<file path="src/rtl/bus_pkg.sv">
// Shared constants for the two-master / two-slave bus arbiter.
package bus_pkg;

    localparam int unsigned BUS_WIDTH_DEF = 8;
    localparam int unsigned ADDR_W        = 8;
    localparam logic [ADDR_W-1:0] S1_ADDR_DEF = 8'h02;
    localparam logic [ADDR_W-1:0] S2_ADDR_DEF = 8'h03;
    localparam int unsigned TIMEOUT_DEF   = 15;

    localparam int unsigned STATE_W = 2;
    typedef logic [STATE_W-1:0] state_t;

    localparam state_t ST_IDLE   = 2'd0;
    localparam state_t ST_ACCESS = 2'd1;
    localparam state_t ST_RESP   = 2'd2;

endpackage

</file>
<file path="src/rtl/rr_arbiter2.sv">
// Two-requester round-robin selector; grant is combinational, pointer updates on accepted grants.
module rr_arbiter2 (
    input  logic       clock,
    input  logic       reset,
    input  logic [1:0] req,
    input  logic       update,
    output logic [1:0] grant
);

    // r_ptr names the master that wins the next contention
    logic r_ptr;

    always_comb begin
        grant = req;
        if (req == 2'b11) begin
            grant = r_ptr ? 2'b10 : 2'b01;
        end
    end

    always_ff @(posedge clock) begin
        if (reset) begin
            r_ptr <= 1'b0;
        end else if (update && (|req)) begin
            r_ptr <= grant[0];
        end
    end

endmodule

</file>
<file path="src/rtl/bus_arbiter.sv">
// Two-master to two-slave bus arbiter with address decode, timeout and registered responses.
module bus_arbiter
    import bus_pkg::*;
#(
    parameter int unsigned       BUS_WIDTH = BUS_WIDTH_DEF,
    parameter logic [ADDR_W-1:0] S1_ADDR   = S1_ADDR_DEF,
    parameter logic [ADDR_W-1:0] S2_ADDR   = S2_ADDR_DEF,
    parameter int unsigned       TIMEOUT   = TIMEOUT_DEF
) (
    input  logic                 clock,
    input  logic                 reset,
    input  logic                 m0_req,
    input  logic                 m0_we,
    input  logic [ADDR_W-1:0]    m0_addr,
    input  logic [BUS_WIDTH-1:0] m0_wdata,
    output logic                 m0_ack,
    output logic                 m0_err,
    output logic [BUS_WIDTH-1:0] m0_rdata,
    input  logic                 m1_req,
    input  logic                 m1_we,
    input  logic [ADDR_W-1:0]    m1_addr,
    input  logic [BUS_WIDTH-1:0] m1_wdata,
    output logic                 m1_ack,
    output logic                 m1_err,
    output logic [BUS_WIDTH-1:0] m1_rdata,
    output logic                 s1_wb,
    output logic                 s1_rb,
    output logic [ADDR_W-1:0]    s1_addr,
    output logic [BUS_WIDTH-1:0] s1_wdata,
    input  logic [BUS_WIDTH-1:0] s1_rdata,
    input  logic                 s1_ack,
    output logic                 s2_wb,
    output logic                 s2_rb,
    output logic [ADDR_W-1:0]    s2_addr,
    output logic [BUS_WIDTH-1:0] s2_wdata,
    input  logic [BUS_WIDTH-1:0] s2_rdata,
    input  logic                 s2_ack
);

    localparam int unsigned CNT_W = $clog2(TIMEOUT + 1);

    state_t               r_state,   w_state_n;
    logic                 r_gnt,     w_gnt_n;
    logic                 r_we,      w_we_n;
    logic                 r_sel,     w_sel_n;
    logic [CNT_W-1:0]     r_cnt,     w_cnt_n;
    logic [1:0]           r_m_ack,   w_m_ack_n;
    logic [1:0]           r_m_err,   w_m_err_n;
    logic [BUS_WIDTH-1:0] r_m_rdata  [2];
    logic [BUS_WIDTH-1:0] w_m_rdata_n[2];
    logic [1:0]           r_s_wb,    w_s_wb_n;
    logic [1:0]           r_s_rb,    w_s_rb_n;
    logic [ADDR_W-1:0]    r_s_addr   [2];
    logic [ADDR_W-1:0]    w_s_addr_n [2];
    logic [BUS_WIDTH-1:0] r_s_wdata  [2];
    logic [BUS_WIDTH-1:0] w_s_wdata_n[2];

    logic [1:0]           w_grant;
    logic                 w_update;
    logic                 w_sel_we;
    logic [ADDR_W-1:0]    w_sel_addr;
    logic [BUS_WIDTH-1:0] w_sel_wdata;
    logic                 w_hit1;
    logic                 w_hit2;
    logic                 w_slv_ack;
    logic [BUS_WIDTH-1:0] w_slv_rdata;
    logic                 w_tmo;

    // Requests only matter while idle, so the pointer moves only on IDLE grants
    assign w_update = (r_state == ST_IDLE);

    rr_arbiter2 u_rr (
        .clock  (clock),
        .reset  (reset),
        .req    ({m1_req, m0_req}),
        .update (w_update),
        .grant  (w_grant)
    );

    assign w_sel_we    = w_grant[1] ? m1_we    : m0_we;
    assign w_sel_addr  = w_grant[1] ? m1_addr  : m0_addr;
    assign w_sel_wdata = w_grant[1] ? m1_wdata : m0_wdata;
    assign w_hit1      = (w_sel_addr == S1_ADDR);
    assign w_hit2      = !w_hit1 && (w_sel_addr == S2_ADDR);
    assign w_slv_ack   = r_sel ? s2_ack   : s1_ack;
    assign w_slv_rdata = r_sel ? s2_rdata : s1_rdata;
    assign w_tmo       = (r_cnt == CNT_W'(TIMEOUT - 1));

    always_comb begin
        w_state_n   = r_state;
        w_gnt_n     = r_gnt;
        w_we_n      = r_we;
        w_sel_n     = r_sel;
        w_cnt_n     = r_cnt;
        w_m_ack_n   = 2'b00;
        w_m_err_n   = 2'b00;
        w_m_rdata_n = r_m_rdata;
        w_s_wb_n    = r_s_wb;
        w_s_rb_n    = r_s_rb;
        w_s_addr_n  = r_s_addr;
        w_s_wdata_n = r_s_wdata;
        case (r_state)
            ST_IDLE: begin
                if (|w_grant) begin
                    w_gnt_n = w_grant[1];
                    w_we_n  = w_sel_we;
                    if (w_hit1 || w_hit2) begin
                        w_state_n           = ST_ACCESS;
                        w_sel_n             = w_hit2;
                        w_cnt_n             = '0;
                        w_s_wb_n[w_hit2]    = w_sel_we;
                        w_s_rb_n[w_hit2]    = !w_sel_we;
                        w_s_addr_n[w_hit2]  = w_sel_addr;
                        w_s_wdata_n[w_hit2] = w_sel_wdata;
                    end else begin
                        w_state_n               = ST_RESP;
                        w_m_ack_n[w_grant[1]]   = 1'b1;
                        w_m_err_n[w_grant[1]]   = 1'b1;
                        w_m_rdata_n[w_grant[1]] = '0;
                    end
                end
            end
            ST_ACCESS: begin
                // Ack is checked first so it wins over a coincident timeout
                if (w_slv_ack) begin
                    w_state_n       = ST_RESP;
                    w_s_wb_n[r_sel] = 1'b0;
                    w_s_rb_n[r_sel] = 1'b0;
                    w_m_ack_n[r_gnt] = 1'b1;
                    if (!r_we) begin
                        w_m_rdata_n[r_gnt] = w_slv_rdata;
                    end
                end else if (w_tmo) begin
                    w_state_n          = ST_RESP;
                    w_s_wb_n[r_sel]    = 1'b0;
                    w_s_rb_n[r_sel]    = 1'b0;
                    w_m_ack_n[r_gnt]   = 1'b1;
                    w_m_err_n[r_gnt]   = 1'b1;
                    w_m_rdata_n[r_gnt] = '0;
                end else begin
                    w_cnt_n = r_cnt + CNT_W'(1);
                end
            end
            ST_RESP: begin
                w_state_n = ST_IDLE;
            end
            default: begin
                w_state_n = ST_IDLE;
            end
        endcase
    end

    always_ff @(posedge clock) begin
        if (reset) begin
            r_state   <= ST_IDLE;
            r_gnt     <= 1'b0;
            r_we      <= 1'b0;
            r_sel     <= 1'b0;
            r_cnt     <= '0;
            r_m_ack   <= 2'b00;
            r_m_err   <= 2'b00;
            r_m_rdata <= '{default: '0};
            r_s_wb    <= 2'b00;
            r_s_rb    <= 2'b00;
            r_s_addr  <= '{default: '0};
            r_s_wdata <= '{default: '0};
        end else begin
            r_state   <= w_state_n;
            r_gnt     <= w_gnt_n;
            r_we      <= w_we_n;
            r_sel     <= w_sel_n;
            r_cnt     <= w_cnt_n;
            r_m_ack   <= w_m_ack_n;
            r_m_err   <= w_m_err_n;
            r_m_rdata <= w_m_rdata_n;
            r_s_wb    <= w_s_wb_n;
            r_s_rb    <= w_s_rb_n;
            r_s_addr  <= w_s_addr_n;
            r_s_wdata <= w_s_wdata_n;
        end
    end

    assign m0_ack   = r_m_ack[0];
    assign m0_err   = r_m_err[0];
    assign m0_rdata = r_m_rdata[0];
    assign m1_ack   = r_m_ack[1];
    assign m1_err   = r_m_err[1];
    assign m1_rdata = r_m_rdata[1];
    assign s1_wb    = r_s_wb[0];
    assign s1_rb    = r_s_rb[0];
    assign s1_addr  = r_s_addr[0];
    assign s1_wdata = r_s_wdata[0];
    assign s2_wb    = r_s_wb[1];
    assign s2_rb    = r_s_rb[1];
    assign s2_addr  = r_s_addr[1];
    assign s2_wdata = r_s_wdata[1];

endmodule

</file>
<file path="config.mk">
export PLATFORM = sky130hd
export DESIGN_NAME = bus_arbiter
export DESIGN_NICKNAME = d
export VERILOG_FILES = /design/src/rtl/bus_pkg.sv /design/src/rtl/rr_arbiter2.sv /design/src/rtl/bus_arbiter.sv
export SDC_FILE = /design/constraint.sdc
export NUM_CORES = 1
export LEC_CHECK = 0
export CORE_MARGIN = 1.5
export CORE_UTILIZATION = 41
export CTS_CLUSTER_DIAMETER = 200
export DETAILED_ROUTE_END_ITERATION = 6
export PLACE_DENSITY_LB_ADDON = 0.1
export SYNTH_ARGS = -nofsm -noshare
export SYNTH_HDL_FRONTEND = slang
export SYNTH_SLANG_ARGS = --single-unit
</file>
<file path="constraint.sdc">
create_clock -name clock -period 1.99 [get_ports clock]
set_clock_uncertainty 0.15 [all_clocks]
set_input_delay 0.597 -clock clock [delete_from_list [all_inputs] [get_ports clock]]
set_output_delay 0.597 -clock clock [all_outputs]
set_load 0.02 [all_outputs]
</file>
==> results_dict.tcl <==
set metrics [dict create \
    nNetsFinal 545 \
    cts-root-buf "clkbuf_8" \
    fmax_mhz 522 \
    synth-edff-count 0 \
    cts_buffer_depth 2 \
    grt_setup_unrepaired "true" \
    p_per_area_nw_per_um2 638 \
    path_max_fanout 8 \
    fin_util_pct 68.4 \
    maxSlewViolCount 0 \
    seqPwrFrac_pct 42.4 \
    slowest_delay_ns 0.33 \
    die_h_um 90.3 \
    grt-ovfl-total 0 \
    vdd_drop_max_mv 0.449 \
    vias 3076 \
    ant_nets 0 \
    power_switching_uw 785 \
    setup_viol 0 \
    timing.rr.end "m0_rdata[6]" \
    postSynthCellCount 333 \
    cts_buffers 9 \
    timing.slew.headroom_pct 61.4 \
    ios 112 \
    fillCellCount 588 \
    p_leak_nw 2.34 \
    initialDrtViolationCount 126 \
    ys_seq_area_share_pct 42.3 \
    hold_class "flip-flop to flip-flop" \
    grt_pass1_wl_um 14500 \
    grt_usage_pct 22.1 \
    initial_core_util_pct 42.6 \
    start_kind "flip-flop" \
    period_share_pct 96.3 \
    multi_input_area_um2 1860 \
    pre_cts_slack_ns -0.702 \
    hold_slack_ns 0.299 \
    cp_cell_sequence "inv_2 -> ha_4 -> nand3_4 -> a311oi_4 -> o311ai_4 -> o21bai_4 -> o221a_1" \
    globalplace.congestion 0.789 \
    intPower_mw 2.41 \
    dpl_cell_area_um2 4680 \
    async_flop_share_pct 0 \
    drtPass1Iterations 5 \
    synth_seq_cells 66 \
    syn2layout_area_growth_pct 60.4 \
    combinationalPowerShare_pct 13.6 \
    yosys_warnings 0 \
    tightest_slew_ns 0.576 \
    rows 31 \
    syn_nets 391 \
    clkLatencyLatePin_ns 0.34 \
    grt_max_degree 32 \
    critPathCaptureType "flip-flop" \
    slowest_stage "dfxtp_2" \
    fin_crit_ns 1.92 \
    cts_max_level 3 \
    wl_um 8880 \
    die_w_um 90.3 \
    status "complete, no violations" \
    ctsHoldBuffers 0 \
    synth_area_per_cell_um2 9.38 \
    min_to "s2_addr[0]" \
    cts_tree "done" \
    layout_setup_ws_ns 0.0733 \
    crit_required_ns 2.08 \
    die_area_um2 8150 \
    cts_sinks 66 \
    clk_pin_slew_ns 0.08 \
    seqCellArea_um2 1320 \
    final_cell_area_um2 5010 \
    drive_above_1_share_pct 26.2 \
    r2r-start "r_cnt[0]" \
    pwr-share-clk_pct 44.1 \
    min_from "s2_addr[0]" \
    hpwlAfterDp_um 6330 \
    arrival_ns 2.01 \
    hold_viol 0 \
    ys.flop_type "dfxtp_1" \
    critical_path_class "flip-flop to flip-flop" \
    grt_antenna_before_repair 0 \
    drc_errors 0 \
    coreArea_um2 7330 \
    num_antenna_cells 0 \
    avgViaCountPerCell 5.20 \
    syn-cell-area_um2 3120 \
    drv_cap 0 \
    io_buffers 111 \
    regToRegSetupSlack_ns 0.07 \
    reg2reg_depth 7 \
    synthDistinctLibCells 53 \
    hold_path_depth 2 \
    wl_per_cell_um 15.0 \
    swShare_pct 24.6 \
    grt_pass1_vias 3145 \
]
synth_stat cells, types with 2 or more instances:
master     instances  share of area [%]
a21oi_1           18                2.9
a21oi_2            2               0.56
a22o_1             8                2.2
and3_1            13                2.6
buf_2              4               0.64
buf_4              2               0.48
clkbuf_1           7               0.84
clkbuf_2           2               0.32
dfxtp_1           66                 42
ha_1               2               0.80
inv_1             10                1.2
mux2_2            17                6.1
mux2i_1           23                7.4
nand2_1           48                5.8
nand2b_1           6                1.2
nand3_1            6               0.96
nor2_1            29                3.5
nor3_1             3               0.48
nor3_2             2               0.64
nor3b_1            2               0.48
nor4_4             2                1.4
o2111ai_1          7                2.0
o21a_1             2               0.48
o21ai_0            8                1.3
o221a_1            8                2.9
o22ai_1            3               0.60
o311ai_1           2               0.56
o32ai_1            2               0.56
o41ai_1            2               0.56
or2_2              3               0.60
or3_1              2               0.40
what timing repair did:
action | 4_1_cts | 5_1_grt
pin swaps | 22 | 12
endpoints found under the setup margin | 114 | 44
gates resized for setup | 105 | 27
buffers inserted | 2 | 2
registers in the layout, indices dropped and copies added (netlist names):
| register | flops |
|---|---|
| r_s_wb | 2 |
| m0_rdata | 8 |
| u_rr.r_ptr | 1 |
| r_m_ack | 2 |
| r_s_rb | 2 |
| r_sel | 1 |
| s1_wdata | 8 |
| s2_wdata | 8 |
| r_we | 1 |
| s2_addr | 8 |
| r_state | 2 |
| r_cnt | 4 |
| s1_addr | 8 |
| m1_rdata | 8 |
| r_m_err | 2 |
| r_gnt | 1 |
worst max-delay path by stage:
stage | from | to | slack, ns | cells after the start
detailed placement | m1_addr[4] | r_s_wb[0] | -0.70 | 7
floorplan | m1_addr[4] | r_cnt[3] | -0.07 | 5
global placement | s1_ack | m0_rdata[1] | -0.67 | 5
CTS | r_cnt[0] | m0_rdata[6] | 0.002 | 7
finish | r_cnt[0] | m0_rdata[6] | 0.07 | 7
global route | r_cnt[0] | m0_rdata[2] | -0.01 | 7
area by class of cell:
| type | count | share of cell area [%] |
|---|---|---|
| clock buffer | 9 | 2.47 |
| clock inverter | 7 | 2.50 |
| inverter | 11 | 0.824 |
| multi-input combinational | 240 | 37.1 |
| sequential | 66 | 26.4 |
| tap | 99 | 2.47 |
| timing repair buffer | 159 | 28.2 |
power by group through the flow:
| stage | logic (mW) | registers (mW) | clock network [mW] |
|---|---|---|---|
| floorplan | 0.183 | 1.39 | 0 |
| CTS | 0.425 | 1.35 | 1.43 |
| detailed placement | 0.427 | 1.38 | 0 |
| finish | 0.434 | 1.36 | 1.41 |
| global route | 0.467 | 1.36 | 1.48 |
| global placement | 0.421 | 1.38 | 0 |
through the flow:
step	TNS (ns)	power [mW]	cells
6_report	0	3.20	591
5_1_grt	-0.0257	3.30	591
4_1_cts	0	3.21	589
3_5_place_dp	-34.83	1.81	571
3_3_place_gp	-32.96	1.80	571
2_1_floorplan	-0.452	1.57	333
per-layer routing:
metal,wire (um),track usage [%],part of all wire (%)
met1,3760,25.1,42
met2,4420,38.2,50
met3,564,6.14,6.3
met4,141,10.4,1.6
met5,0,0,0
critical path, delay by kind of cell (launching register included):
family          cells  cell delay, ns
fa+ha+maj           1            0.14
flops               1            0.33
buf+inv             1            0.07
simple gates        1            0.10
compound gates      4            1.02
cells by family (layout without fill, tap and decap cells):
kind of cell | count (synthesis) | in the layout | share of synthesized area [%]
buffers and inverters | 27 | 186 | 3.96
AO/OA/AOI/OAI | 73 | 73 | 19.2
AND/OR/NAND/NOR | 124 | 124 | 19.8
adder cells (fa/ha/maj) | 2 | 2 | 0.801
multiplexers | 41 | 41 | 13.9
flip-flops | 66 | 66 | 42.3
layout by cell type (no fill, tap or decap), types with 9 or more instances in the layout:
cell / netlist / routed
dlygate4sd2_1: 0 / 61
a21oi_1: 18 / 17
clkbuf_8: 0 / 9
nand2_1: 48 / 45
mux2_2: 17 / 17
nor2_1: 29 / 28
mux2i_1: 23 / 23
and3_1: 13 / 13
dfxtp_1: 66 / 64
buf_4: 2 / 43
clkdlybuf4s50_1: 0 / 37
Power figures use the tool's default switching activity.
